<file path="src/rtl/static_pin_test_sequencer_if.sv">
// static_pin_test_sequencer_if: AXI4-Lite link between the pin test sequencer
// and the static_pin_tester slave it drives.
interface static_pin_test_sequencer_if #(
    parameter int ADDR_WIDTH = 11,
    parameter int DATA_WIDTH = 32
);
    logic [ADDR_WIDTH-1:0] awaddr;
    logic [2:0]            awprot;
    logic                  awvalid;
    logic                  awready;
    logic [DATA_WIDTH-1:0] wdata;
    logic [3:0]            wstrb;
    logic                  wvalid;
    logic                  wready;
    logic [1:0]            bresp;
    logic                  bvalid;
    logic                  bready;
    logic [ADDR_WIDTH-1:0] araddr;
    logic [2:0]            arprot;
    logic                  arvalid;
    logic                  arready;
    logic [DATA_WIDTH-1:0] rdata;
    logic [1:0]            rresp;
    logic                  rvalid;
    logic                  rready;

    modport master (
        output awaddr, awprot, awvalid, wdata, wstrb, wvalid, bready,
        output araddr, arprot, arvalid, rready,
        input  awready, wready, bresp, bvalid, arready, rdata, rresp, rvalid
    );

    modport slave (
        input  awaddr, awprot, awvalid, wdata, wstrb, wvalid, bready,
        input  araddr, arprot, arvalid, rready,
        output awready, wready, bresp, bvalid, arready, rdata, rresp, rvalid
    );
endinterface

</file>
<file path="src/rtl/static_pin_test_sequencer.sv">
// static_pin_test_sequencer: AXI4-Lite initiator that drives each pin low then high,
// releases it, reads it back and classifies it as tied-high, tied-low, floating or anomalous.
module static_pin_test_sequencer #(
    parameter int WIDTH              = 1,
    parameter int C_M_AXI_DATA_WIDTH = 32,
    parameter int C_M_AXI_ADDR_WIDTH = 11,
    parameter int BASE_ADDR          = 0,
    parameter int SETTLE_CYCLES      = 100000,
    parameter int TIMEOUT_CYCLES     = 1024
) (
    input  logic             clk,
    input  logic             reset,
    input  logic             start,
    output logic             busy,
    output logic             done,
    output logic             error,
    output logic [WIDTH-1:0] tied_high,
    output logic [WIDTH-1:0] tied_low,
    output logic [WIDTH-1:0] floating,
    output logic [WIDTH-1:0] anomalous,
    static_pin_test_sequencer_if.master m_axi
);
    localparam int AW = C_M_AXI_ADDR_WIDTH;
    localparam int DW = C_M_AXI_DATA_WIDTH;
    localparam logic [DW-1:0] ONES = DW'((64'd1 << WIDTH) - 64'd1);

    // Declaration order is the run order, so a successful step simply advances by one.
    typedef enum logic [3:0] {
        IDLE, RD_W, WD0, WT0, SET0, WT1, RV0, WD1, WTA, SET1, WTB, RV1, CLASS, FIN
    } state_t;

    state_t           state;
    state_t           nxt;
    logic             act;
    logic [31:0]      tmo;
    logic [31:0]      cnt;
    logic [WIDTH-1:0] r0;
    logic [WIDTH-1:0] r1;
    logic             aw_hs;
    logic             w_hs;
    logic             ar_hs;
    logic             b_hs;
    logic             r_hs;
    logic             phase_end;
    logic             resp_bad;
    logic             is_wr;
    logic [AW-1:0]    addr;
    logic [DW-1:0]    wdat;

    assign m_axi.awprot = 3'b000;
    assign m_axi.arprot = 3'b000;
    assign m_axi.wstrb  = 4'hF;

    assign nxt   = state_t'(state + 4'd1);
    assign aw_hs = m_axi.awvalid & m_axi.awready;
    assign w_hs  = m_axi.wvalid & m_axi.wready;
    assign ar_hs = m_axi.arvalid & m_axi.arready;
    assign b_hs  = m_axi.bvalid & m_axi.bready;
    assign r_hs  = m_axi.rvalid & m_axi.rready;

    // The request phase ends once every raised VALID has been accepted; the response
    // phase then gets a fresh timeout budget.
    assign phase_end = (m_axi.awvalid | m_axi.wvalid | m_axi.arvalid)
                     & ~(m_axi.awvalid & ~m_axi.awready)
                     & ~(m_axi.wvalid & ~m_axi.wready)
                     & ~(m_axi.arvalid & ~m_axi.arready);

    assign is_wr = state inside {WD0, WT0, WT1, WD1, WTA, WTB};
    assign addr  = AW'(BASE_ADDR + ((state == RD_W) ? 12 :
                                    (state == RV0 || state == RV1) ? 8 :
                                    (state == WD0 || state == WD1) ? 0 : 4));
    assign wdat  = (state inside {WT1, WD1, WTB}) ? ONES : '0;

    assign resp_bad = b_hs ? (m_axi.bresp != 2'b00)
                           : (m_axi.rresp != 2'b00 ||
                              (state == RD_W && m_axi.rdata != DW'(WIDTH)));

    always_ff @(posedge clk) begin
        done <= 1'b0;
        if (reset) begin
            state         <= IDLE;
            act           <= 1'b0;
            busy          <= 1'b0;
            error         <= 1'b0;
            tied_high     <= '0;
            tied_low      <= '0;
            floating      <= '0;
            anomalous     <= '0;
            r0            <= '0;
            r1            <= '0;
            tmo           <= '0;
            cnt           <= '0;
            m_axi.awaddr  <= '0;
            m_axi.wdata   <= '0;
            m_axi.araddr  <= '0;
            m_axi.awvalid <= 1'b0;
            m_axi.wvalid  <= 1'b0;
            m_axi.bready  <= 1'b0;
            m_axi.arvalid <= 1'b0;
            m_axi.rready  <= 1'b0;
        end else begin
            case (state)
                IDLE: begin
                    if (start) begin
                        busy      <= 1'b1;
                        error     <= 1'b0;
                        tied_high <= '0;
                        tied_low  <= '0;
                        floating  <= '0;
                        anomalous <= '0;
                        act       <= 1'b0;
                        state     <= RD_W;
                    end
                end
                SET0, SET1: begin
                    if (cnt == '0)
                        state <= nxt;
                    else
                        cnt <= cnt - 32'd1;
                end
                CLASS: begin
                    tied_high <= r0 & r1;
                    tied_low  <= ~r0 & ~r1;
                    floating  <= ~r0 & r1;
                    anomalous <= r0 & ~r1;
                    state     <= FIN;
                end
                FIN: begin
                    done  <= 1'b1;
                    busy  <= 1'b0;
                    state <= IDLE;
                end
                default: begin
                    if (!act) begin
                        act <= 1'b1;
                        tmo <= '0;
                        if (is_wr) begin
                            m_axi.awaddr  <= addr;
                            m_axi.wdata   <= wdat;
                            m_axi.awvalid <= 1'b1;
                            m_axi.wvalid  <= 1'b1;
                            m_axi.bready  <= 1'b1;
                        end else begin
                            m_axi.araddr  <= addr;
                            m_axi.arvalid <= 1'b1;
                            m_axi.rready  <= 1'b1;
                        end
                    end else begin
                        if (aw_hs) m_axi.awvalid <= 1'b0;
                        if (w_hs)  m_axi.wvalid  <= 1'b0;
                        if (ar_hs) m_axi.arvalid <= 1'b0;
                        if (b_hs || r_hs) begin
                            m_axi.bready <= 1'b0;
                            m_axi.rready <= 1'b0;
                            act          <= 1'b0;
                            cnt          <= 32'(SETTLE_CYCLES - 1);
                            if (r_hs && state == RV0) r0 <= m_axi.rdata[WIDTH-1:0];
                            if (r_hs && state == RV1) r1 <= m_axi.rdata[WIDTH-1:0];
                            error <= error | resp_bad;
                            state <= resp_bad ? FIN : nxt;
                        end else if (phase_end) begin
                            tmo <= '0;
                        end else if (tmo == 32'(TIMEOUT_CYCLES - 1)) begin
                            m_axi.awvalid <= 1'b0;
                            m_axi.wvalid  <= 1'b0;
                            m_axi.arvalid <= 1'b0;
                            m_axi.bready  <= 1'b0;
                            m_axi.rready  <= 1'b0;
                            act           <= 1'b0;
                            error         <= 1'b1;
                            state         <= FIN;
                        end else begin
                            tmo <= tmo + 32'd1;
                        end
                    end
                end
            endcase
        end
    end
endmodule

</file>
<file path="src/flat_wrapper.sv">
// flat-port wrapper written by rule: the top's interface ports become plain ports
module static_pin_test_sequencer_flat 
#(
    parameter int WIDTH              = 1,
    parameter int C_M_AXI_DATA_WIDTH = 32,
    parameter int C_M_AXI_ADDR_WIDTH = 11,
    parameter int BASE_ADDR          = 0,
    parameter int SETTLE_CYCLES      = 100000,
    parameter int TIMEOUT_CYCLES     = 1024
)
  (clk, reset, start, busy, done, error, tied_high, tied_low, floating, anomalous, m_axi_awaddr, m_axi_awprot, m_axi_awvalid, m_axi_wdata, m_axi_wstrb, m_axi_wvalid, m_axi_bready, m_axi_araddr, m_axi_arprot, m_axi_arvalid, m_axi_rready, m_axi_awready, m_axi_wready, m_axi_bresp, m_axi_bvalid, m_axi_arready, m_axi_rdata, m_axi_rresp, m_axi_rvalid);
  static_pin_test_sequencer_if #(.ADDR_WIDTH((11)), .DATA_WIDTH(32)) m_axi_i ();
  input  logic clk;
  input  logic reset;
  input  logic start;
  output logic busy;
  output logic done;
  output logic error;
  output logic [WIDTH-1:0] tied_high;
  output logic [WIDTH-1:0] tied_low;
  output logic [WIDTH-1:0] floating;
  output logic [WIDTH-1:0] anomalous;
  output wire logic [$bits(m_axi_i.awaddr)-1:0] m_axi_awaddr;
  output wire logic [$bits(m_axi_i.awprot)-1:0] m_axi_awprot;
  output wire logic [$bits(m_axi_i.awvalid)-1:0] m_axi_awvalid;
  output wire logic [$bits(m_axi_i.wdata)-1:0] m_axi_wdata;
  output wire logic [$bits(m_axi_i.wstrb)-1:0] m_axi_wstrb;
  output wire logic [$bits(m_axi_i.wvalid)-1:0] m_axi_wvalid;
  output wire logic [$bits(m_axi_i.bready)-1:0] m_axi_bready;
  output wire logic [$bits(m_axi_i.araddr)-1:0] m_axi_araddr;
  output wire logic [$bits(m_axi_i.arprot)-1:0] m_axi_arprot;
  output wire logic [$bits(m_axi_i.arvalid)-1:0] m_axi_arvalid;
  output wire logic [$bits(m_axi_i.rready)-1:0] m_axi_rready;
  input wire logic [$bits(m_axi_i.awready)-1:0] m_axi_awready;
  input wire logic [$bits(m_axi_i.wready)-1:0] m_axi_wready;
  input wire logic [$bits(m_axi_i.bresp)-1:0] m_axi_bresp;
  input wire logic [$bits(m_axi_i.bvalid)-1:0] m_axi_bvalid;
  input wire logic [$bits(m_axi_i.arready)-1:0] m_axi_arready;
  input wire logic [$bits(m_axi_i.rdata)-1:0] m_axi_rdata;
  input wire logic [$bits(m_axi_i.rresp)-1:0] m_axi_rresp;
  input wire logic [$bits(m_axi_i.rvalid)-1:0] m_axi_rvalid;
  assign m_axi_awaddr = m_axi_i.awaddr;
  assign m_axi_awprot = m_axi_i.awprot;
  assign m_axi_awvalid = m_axi_i.awvalid;
  assign m_axi_wdata = m_axi_i.wdata;
  assign m_axi_wstrb = m_axi_i.wstrb;
  assign m_axi_wvalid = m_axi_i.wvalid;
  assign m_axi_bready = m_axi_i.bready;
  assign m_axi_araddr = m_axi_i.araddr;
  assign m_axi_arprot = m_axi_i.arprot;
  assign m_axi_arvalid = m_axi_i.arvalid;
  assign m_axi_rready = m_axi_i.rready;
  assign m_axi_i.awready = m_axi_awready;
  assign m_axi_i.wready = m_axi_wready;
  assign m_axi_i.bresp = m_axi_bresp;
  assign m_axi_i.bvalid = m_axi_bvalid;
  assign m_axi_i.arready = m_axi_arready;
  assign m_axi_i.rdata = m_axi_rdata;
  assign m_axi_i.rresp = m_axi_rresp;
  assign m_axi_i.rvalid = m_axi_rvalid;
  static_pin_test_sequencer #(.WIDTH(WIDTH), .C_M_AXI_DATA_WIDTH(C_M_AXI_DATA_WIDTH), .C_M_AXI_ADDR_WIDTH(C_M_AXI_ADDR_WIDTH), .BASE_ADDR(BASE_ADDR), .SETTLE_CYCLES(SETTLE_CYCLES), .TIMEOUT_CYCLES(TIMEOUT_CYCLES)) u_core (.clk(clk), .reset(reset), .start(start), .busy(busy), .done(done), .error(error), .tied_high(tied_high), .tied_low(tied_low), .floating(floating), .anomalous(anomalous), .m_axi(m_axi_i));
endmodule
</file>
<file path="config.mk">
export PLATFORM = sky130hd
export DESIGN_NAME = static_pin_test_sequencer_flat
export DESIGN_NICKNAME = d
export VERILOG_FILES = /design/src/rtl/static_pin_test_sequencer_if.sv /design/src/rtl/static_pin_test_sequencer.sv /design/src/flat_wrapper.sv
export SDC_FILE = /design/constraint.sdc
export NUM_CORES = 1
export LEC_CHECK = 0
export CAP_MARGIN = 20
export CORE_MARGIN = 1
export CORE_UTILIZATION = 30
export DETAILED_ROUTE_END_ITERATION = 8
export HOLD_SLACK_MARGIN = 0.06
export PLACE_DENSITY = 0.51
export REMOVE_ABC_BUFFERS = 1
export SLEW_MARGIN = 10
export SYNTH_ARGS = -nofsm -noshare
export SYNTH_HDL_FRONTEND = slang
export SYNTH_SLANG_ARGS = --single-unit
</file>
<file path="constraint.sdc">
create_clock -name clk -period 3.25 [get_ports clk]
set_input_delay 0.65 -clock clk [delete_from_list [all_inputs] [get_ports clk]]
set_output_delay 0.65 -clock clk [all_outputs]
set_load 0.05 [all_outputs]
</file>
# Word level (Yosys, flattened, before mapping)
# Index checks and enable logic that the tools add are counted.
# op_classes
n_eq_ne,25
n_reduce_logical,41
muxes,61
add_sub_neg,3
bitwise_logic,31
# op_table
op,n
$mux W32,7
$pmux W32 S2,1
$mux W1,35
$add A32 B1 Y32 const B,1
$eq A32 B10 Y1 const B,1
$logic_not A32 Y1,1
$ne A32 B1 Y1 const B,1
$sub A32 B1 Y32 const B,1
$mux W4,7
$eq A4 B4 Y1 const B,6
$mux W11,2
$reduce_and A4 Y1,5
$eq A4 B3 Y1 const B,4
$pmux W4 S4,1
$reduce_bool A2 Y1,8
$and A1 B1 Y1,15
$pmux W1 S2,7
$not A1 Y1,13
$ne A3 B3 Y1 const B,4
$reduce_bool A6 Y1,2
$reduce_and A2 Y1,5
$reduce_and A5 Y1,2
$reduce_and A3 Y1,3
$eq A4 B2 Y1 const B,2
other kinds (16),27
# word_totals
wordCells,182
reg_bits,137

# Depth between registers and ports, before layout
# Gate-level depths: netlist (run 1).
# depth
ltp_word,10
depth_mapped,10

# Worst setup path after synthesis (run 1)
# Ideal clock, no wire load.
# synth_path
kind,reg2reg
start,register u_core.m_axi.bready
end,register u_core.cnt[25]
path_buffers,0
slack_ns,0.754
arrival_time_ns,2.380
setup_ns,0.116
required_ns,3.134
stages_incl_launch_ff,7
synth_period_minus_slack_ns,2.496
cell_sequence,dfxtp_1 -> a22oi_2 -> a2111oi_4 -> o2111ai_1 -> nor4_1 -> a211oi_1 -> a31o_2
# synth_via
elab_chain_cells,4
# synth_rtl
element,line,rtl
from (decl),static_pin_test_sequencer_if.sv:28,"output awaddr, awprot, awvalid, wdata, wstrb, wvalid, bready,"
from (signal assigned),static_pin_test_sequencer.sv:98,m_axi.bready <= 1'b0;
from (signal assigned),static_pin_test_sequencer.sv:142,m_axi.bready <= 1'b1;
from (signal assigned),static_pin_test_sequencer.sv:153,m_axi.bready <= 1'b0;
$and A1 B1 Y1,static_pin_test_sequencer.sv:58,assign b_hs = m_axi.bvalid & m_axi.bready;
$logic_or A1 B1 Y1,static_pin_test_sequencer.sv:152,if (b_hs || r_hs) begin
$reduce_bool A2 Y1 (no source line),--,
$reduce_and A4 Y1 (no source line),--,
to (signal assigned),static_pin_test_sequencer.sv:119,cnt <= cnt - 32'd1;
to (signal assigned),static_pin_test_sequencer.sv:156,cnt <= 32'(SETTLE_CYCLES - 1);
to (decl),static_pin_test_sequencer.sv:36,logic [31:0] cnt;
# Every way passes these cells.
# A chain may end at the register's enable or synchronous reset.

# Worst setup path after layout (run 1)
# layout_path
start,register u_core.state[1]
end,register u_core.cnt[26]
# layout_via
elab_chain_cells,4
word_cells_on_any_way,13
# layout_rtl
element,line,rtl
from (decl),static_pin_test_sequencer.sv:32,state_t state;
from (signal assigned),static_pin_test_sequencer.sv:117,state <= nxt;
from (signal assigned),static_pin_test_sequencer.sv:160,state <= resp_bad ? FIN : nxt;
"$eq A4 B3 Y1, or another cell as far along",static_pin_test_sequencer.sv:102,case (state)
$reduce_or A2 Y1 / $reduce_or A3 Y1 (equally long branches),--,
"$ne A2 B2 Y1 (no source line), or another cell as far along",--,
$reduce_and A4 Y1 (no source line),--,
# Several ways; a longest one is shown, not always the timed one.

==> results of run 1 <==
## worst max path at each step
| stage | endpoint | start |
|---|---|---|
| floorplan | u_core.cnt[25]$_SDFFE_PP0P_ | u_core.cnt[0]$_SDFFE_PP0P_ |
| global placement | u_core.tmo[31]$_SDFFE_PP0P_ | m_axi_bvalid |
| detailed placement | u_core.tmo[31]$_SDFFE_PP0P_ | m_axi_bvalid |
| CTS | u_core.tmo[31]$_SDFFE_PP0P_ | u_core.state[0]$_SDFFE_PP0P_ |
| global route | u_core.cnt[18]$_SDFFE_PP0P_ | u_core.state[1]$_SDFFE_PP0P_ |
| finish | u_core.cnt[26]$_SDFFE_PP0P_ | u_core.state[1]$_SDFFE_PP0P_ |
## cell families after synthesis
| kind of cell | Yosys count | share of synthesized area (%) |
|---|---|---|
| other cells | 2 | 0.143 |
| simple gates | 260 | 27.1 |
| mux | 6 | 1.14 |
| buf+inv | 107 | 12.3 |
| fa+ha+maj | 6 | 1.43 |
| xor+xnor | 39 | 6.50 |
| flops | 88 | 33.5 |
| compound gates | 134 | 17.9 |
## worst min-delay path: cells and delay by family, from the launching register on
kind | cells | cell delay (ns)
and+or+nand+nor | 1 | 0.07
DFF | 1 | 0.33
AOI/OAI and AO/OA | 1 | 0.06
## cell type report
class / instances / area, um^2
timing repair buffer: 83 / 786
multi-input combinational: 504 / 3060
clock inverter: 5 / 32.5
inverter: 14 / 52.6
clock buffer: 11 / 243
fill: 1826 / 11000
tap: 225 / 282
sequential: 88 / 1760
## registers in the layout, summed over array words and instances, names as in the netlist, 2 cells and up
register / count
u_core.m_axi.awaddr: 2
u_core.cnt: 32
u_core.state: 4
u_core.tmo: 32
u_core.m_axi.araddr: 2
## synthesized netlist by cell type (5+ instances only)
cell type / n
nor4_1: 24
clkbuf_1: 19
or3_1: 14
inv_1: 14
xnor2_1: 33
buf_4: 61
mux2i_1: 6
or4_1: 10
buf_2: 12
nand4_1: 13
a31oi_1: 5
xor2_1: 6
and4_1: 6
nor2_1: 75
nand3_1: 15
a2111oi_0: 5
o21ai_0: 24
ha_1: 6
and3_1: 5
a211oi_1: 8
a21oi_1: 47
nor3_1: 29
dfxtp_1: 88
nand2b_1: 8
nand2_1: 29
## power groups by stage
stage	clock network, mW	registers (mW)	logic (mW)
2_1_floorplan	0	1.76	2.54
3_3_place_gp	0	1.63	3.74
3_5_place_dp	0	1.64	3.76
4_1_cts	1.01	1.62	3.78
5_1_grt	1.05	1.66	4.15
6_report	0.969	1.61	3.78
## per-stage QoR
stage          area, um^2  utilization, %
2_1_floorplan        4880               -
3_3_place_gp         5950            34.6
3_5_place_dp         5950            34.6
4_1_cts              6220            36.2
5_1_grt              6220            36.2
6_report             6220            36.2
## layout by cell type, fill, tap and decap left out, drive strengths merged, types with 8 or more instances in the layout
| cell type | count |
|---|---|
| xnor2 | 33 |
| clkdlybuf4s50 | 60 |
| inv | 14 |
| clkbuf | 11 |
| dfxtp | 88 |
| nand4 | 14 |
| nand3 | 15 |
| or4 | 10 |
| o21ai | 26 |
| nor4 | 29 |
| buf | 23 |
| or3 | 16 |
| a2111oi | 10 |
| a211oi | 8 |
| nand2 | 29 |
| nand2b | 8 |
| conb | 59 |
| a21oi | 48 |
| nor3 | 29 |
| nor2 | 75 |
## layer usage
layer,global-route usage [%],share of wire [%],up-vias
met5,0,0,-
met4,3.31,0.71,0
met3,3.67,4.0,8
met2,25.3,49,107
met1,19.5,47,2154
li1,-,-,2329
==> results_dict.tcl, run 1 <==
set metrics [dict create \
    vias 4598 \
    tns_ns 0 \
    gp_congestion 0.819 \
    clock-sinks 88 \
    ir_drop_uv 491 \
    nets 750 \
    grt_pass1_vias 4361 \
    drt_iter0_drc 296 \
    skew_ns 0.00878 \
    netlist_top_cells_area "dfxtp_1 34%, buf_4 8.7%, xnor2_1 5.5%, nor2_1 5.4%, a21oi_1 4.5%" \
    cp.required_ns 3.48 \
    async_reset_ff_share_pct 0 \
    coreArea_mm2 0.0172 \
    die-area_mm2 0.0181 \
    p_leak_nw 2.20 \
    die_w_um 134 \
    r2r_end "u_core.cnt[26]$_SDFFE_PP0P_" \
    hold_ws_ns 0.503 \
    cellPowerDensity_mw_per_mm2 1020 \
    ys_seq_area_share_pct 33.5 \
    r2r_setup_slack_ns 0.51 \
    syn_area_mm2 0.00526 \
    post_cts_buffers 0 \
    syn_inst 642 \
    start_kind "flop" \
    postRouteAntennaNets 0 \
    worst_slack_ns 0.507 \
    worstSetupPathType "reg2reg" \
    period_needed_ns 2.74 \
    regToRegStartpoint "u_core.state[1]$_SDFFE_PP0P_" \
    ys_ff_latch 88 \
    drc 0 \
    clk_latency_ns 0.35 \
    htreeDepth 3 \
    outcome "finished, final reports clean" \
    pin_count 120 \
    overflow 0 \
    endpoint_kind "flop" \
    io_buffers 60 \
    seq_power_share_pct 25.4 \
    diodes 0 \
    cts_buffer_depth 2 \
    critical_path_depth 8 \
    syn_avg_cell_area_um2 8.19 \
    postCtsResizedCells 0 \
    p_total_mw 6.36 \
    maxCapViolCount 0 \
    floorplan.rows 48 \
    hold_end "u_core.anomalous$_SDFFE_PP0P_" \
    pwr-share-clk_pct 15.2 \
    antenna_found_initial 0 \
    die_y_um 134 \
    path_delay_family "compound AO/OA/AOI/OAI gates" \
    ff2ff_path_depth 8 \
    hold_depth 2 \
    grt_max_degree 45 \
    slew_headroom_pct 61.3 \
    hold_start "u_core.anomalous$_SDFFE_PP0P_" \
    path_clk_slew_ns 0.06 \
    drt_pass1_iterations 4 \
    p_sw_share_pct 48.1 \
    dp_hpwl_mm 9.82 \
    ys_types 70 \
    pre_cts_slack_ns 0.227 \
    ctsRootBufferMaster "clkbuf_16" \
    finalHoldViolations 0 \
    critPathSlowestCell "a2111oi_0" \
    arrival_ns 2.97 \
    yosysWarnings 0 \
    vias_per_cell 4.94 \
    areaGrowthSynthToFinish_pct 18.3 \
    fin_crit_sh_pct 84.4 \
    wl_per_cell_um 14.2 \
    comb_power_share_pct 59.4 \
    wl_mm 13.2 \
    synth_top_area_share_pct 33.5 \
    synth_edf_count 0 \
    stdcell_count 930 \
    p_switching_mw 3.06 \
    tightest_slew_ns 0.574 \
    internal_power_mw 3.30 \
    cts_hold_buf 0 \
    fmax_mhz 365 \
    cts_tree "yes" \
    drv_slew 0 \
    hp-class "reg2reg" \
    drive_above_1_share_pct 8.79 \
    synth-main-ff-cell "dfxtp_1" \
    cpPeakStageDelay_ns 0.61 \
    critPathMaxFanout 9 \
    yosys.area.top_type "dfxtp_1" \
    crit_buf_inv 1 \
    grt_pass1_wl_mm 22.0 \
    placedCellCount 914 \
    finalSetupViolations 0 \
    grt_usage_pct 15.1 \
    critical_path.cell_chain "inv_1 > ha_1 > and2_1 > a21oi_2 > nand3_1 > a2111oi_0 > xnor2_1 > nor2_1" \
    initial_core_util_pct 30.6 \
    cts_inserted_buffers 9 \
    rsz0062_at_grt "no" \
]
Power figures use the tool's default switching activity.
==> run 2: changes to the inputs <==
Settings changed: PLACE_DENSITY 0.51 to 0.53.
Clock period 3.25 ns to 2.5 ns, I/O delays scaled along.
==> run 2 against run 1 <==
Against the previous run: critical path depth down 2; wire length grew 5.3%; hold slack got worse by 0.0093 ns; flip-flop and latch count stayed put; clock-buffer cell count stayed put; die area is the same; utilization increased by 2.6 points; fmax is 14% higher; register-to-register slack worse by 0.42 ns; final cell count rose by 4.4%.
==> results_dict.tcl, run 2 (synthesis results as in run 1) <==
set metrics [dict create \
    clock-sinks 88 \
    slew_headroom_pct 54.7 \
    fin_crit_sh_pct 96.5 \
    largestRegisters "u_core.cnt x32, u_core.tmo x32, u_core.state x4" \
    maxCapViolCount 0 \
    arrival_ns 2.66 \
    nets 791 \
    grt_max_degree 35 \
    worstSetupPathType "reg2reg" \
    drc 0 \
    grt_pass1_vias 4726 \
    pin_count 120 \
    critPathMaxFanout 5 \
    initial_core_util_pct 30.6 \
    cts_tree "yes" \
    vias_per_cell 5.11 \
    cpPeakStageDelay_ns 0.69 \
    outcome "finished, final reports clean" \
    cp.required_ns 2.74 \
    htreeDepth 3 \
    vias 4966 \
    gp_congestion 0.865 \
    die_y_um 134 \
    overflow 0 \
    coreArea_mm2 0.0172 \
    drt_pass1_iterations 5 \
    postRouteAntennaNets 0 \
    antenna_found_initial 0 \
    cellPowerDensity_mw_per_mm2 1390 \
    areaGrowthSynthToFinish_pct 26.8 \
    floorplan.rows 48 \
    critPathMostFrequentCell "nor3_1" \
    clk_latency_ns 0.35 \
    path_clk_slew_ns 0.07 \
    placed_area_mm2 0.00626 \
    fmax_mhz 415 \
    dp_hpwl_mm 10.3 \
    final_common_cell "dfxtp_1" \
    drv_slew 0 \
    crit_buf_inv 0 \
    multi_input_area_mm2 0.00316 \
    drt_iter0_drc 248 \
    p_total_mw 9.28 \
    tightest_slew_ns 0.674 \
    wl_per_cell_um 14.4 \
    layout.cells.most_common_list "88 x dfxtp_1, 75 x nor2_1, 61 x buf_4, 59 x conb_1, 59 x clkdlybuf4s50_1" \
    grt_usage_pct 15.8 \
    grt_use_met3_pct 3.97 \
    use_met1_pct 19.9 \
    ir_drop_uv 921 \
    period_needed_ns 2.41 \
    cts_inserted_buffers 9 \
    hp-class "reg2reg" \
    critical_path.cell_chain "or3_4 > or4_1 > o31ai_4 > o211ai_1 > nor3_1 > nor3_1" \
    fillers 1775 \
    endpoint_kind "flop" \
    ctsRootBufferMaster "clkbuf_16" \
    finalInstanceArea_mm2 0.00667 \
    skew_ns 0.0141 \
    finalHoldViolations 0 \
    cts_buffer_depth 2 \
    p_leak_nw 2.45 \
    path_delay_family "simple AND/OR/NAND/NOR gates" \
    busiest_layer "met2" \
    wl_mm 13.9 \
    io_buffers 60 \
    finalSetupViolations 0 \
    grt_util_met2_pct 26.6 \
    die-area_mm2 0.0181 \
    start_kind "flop" \
    drive_above_1_share_pct 15.8 \
    critPathSlowestCell "or4_1" \
    die_w_um 134 \
    diodes 0 \
    regArea_mm2 0.00176 \
    grt_pass1_wl_mm 23.1 \
]
## run 2: changes by cell type in the layout (fill, tap and decap cells not counted), sizes merged
cell | previous run | this run
buf | 23 | 64
clkinvlp | 3 | 1
bufinv | 0 | 1
clkdlybuf4s50 | 60 | 59
clkinv | 2 | 3
dlymetal6s2s | 0 | 1
## run 2: worst min-delay path, cell delays in order, from the launching register on
cell and delay, ns:
dfxtp_1 0.33, a21oi_1 0.06, nor2_1 0.07
## run 2: routing by layer
metal / up-vias / share of wire [%] / wire, um
li1: 2414 / - / -
met1: 2386 / 46 / 6350
met2: 140 / 48 / 6760
met3: 26 / 4.3 / 596
met4: 0 / 1.7 / 236
met5: - / 0 / 0
## run 2: path summary, 6_finish.rpt
| check | slack (ns) | startpoint | endpoint | depth (start not counted) |
|---|---|---|---|---|
| worst max-delay path | 0.09 | u_core.cnt[13]$_SDFFE_PP0P_ | u_core.state[3]$_SDFFE_PP0P_ | 6 |
| worst min-delay path | 0.49 | u_core.anomalous$_SDFFE_PP0P_ | u_core.anomalous$_SDFFE_PP0P_ | 2 |
| worst max register to register | 0.09 | u_core.cnt[13]$_SDFFE_PP0P_ | u_core.state[3]$_SDFFE_PP0P_ | 6 |
| worst min register to register | 0.49 | u_core.anomalous$_SDFFE_PP0P_ | u_core.anomalous$_SDFFE_PP0P_ | 2 |
## run 2: per-stage QoR
stage / setup slack (ns) / hold WS [ns] / instances / utilization, % / setup TNS (ns)
4_1_cts: 0.0204 / 0.507 / 970 / 38.2 / 0
3_3_place_gp: -0.280 / 0.479 / 954 / 36.4 / -4.43
3_5_place_dp: -0.349 / 0.486 / 954 / 36.4 / -7.04
6_report: 0.0884 / 0.494 / 971 / 38.8 / 0
2_1_floorplan: -0.263 / 0.459 / 606 / - / -1.65
5_1_grt: -0.00401 / 0.533 / 971 / 38.8 / -0.00401
## run 2: power breakdown
part	switching, mW	internal (mW)
logic	3.53	2.31
clock network	0.583	0.801
registers	0.315	1.74
total	4.43	4.85
## run 2: layout make-up
class                   count  area share, %
inverters                  14          0.788
clock buffers              11           3.64
well taps                 225           4.22
clock inverters             5          0.844
flip-flops and latches     88           26.4
multi-input cells         504           47.4
repair buffers            124           16.7
## run 2: repair_timing
item                                    in CTS  in global routing
resized for setup                            0                 21
buffers inserted                             0                  1
hold buffers                                 0                  0
endpoints found under the setup margin       0                 38
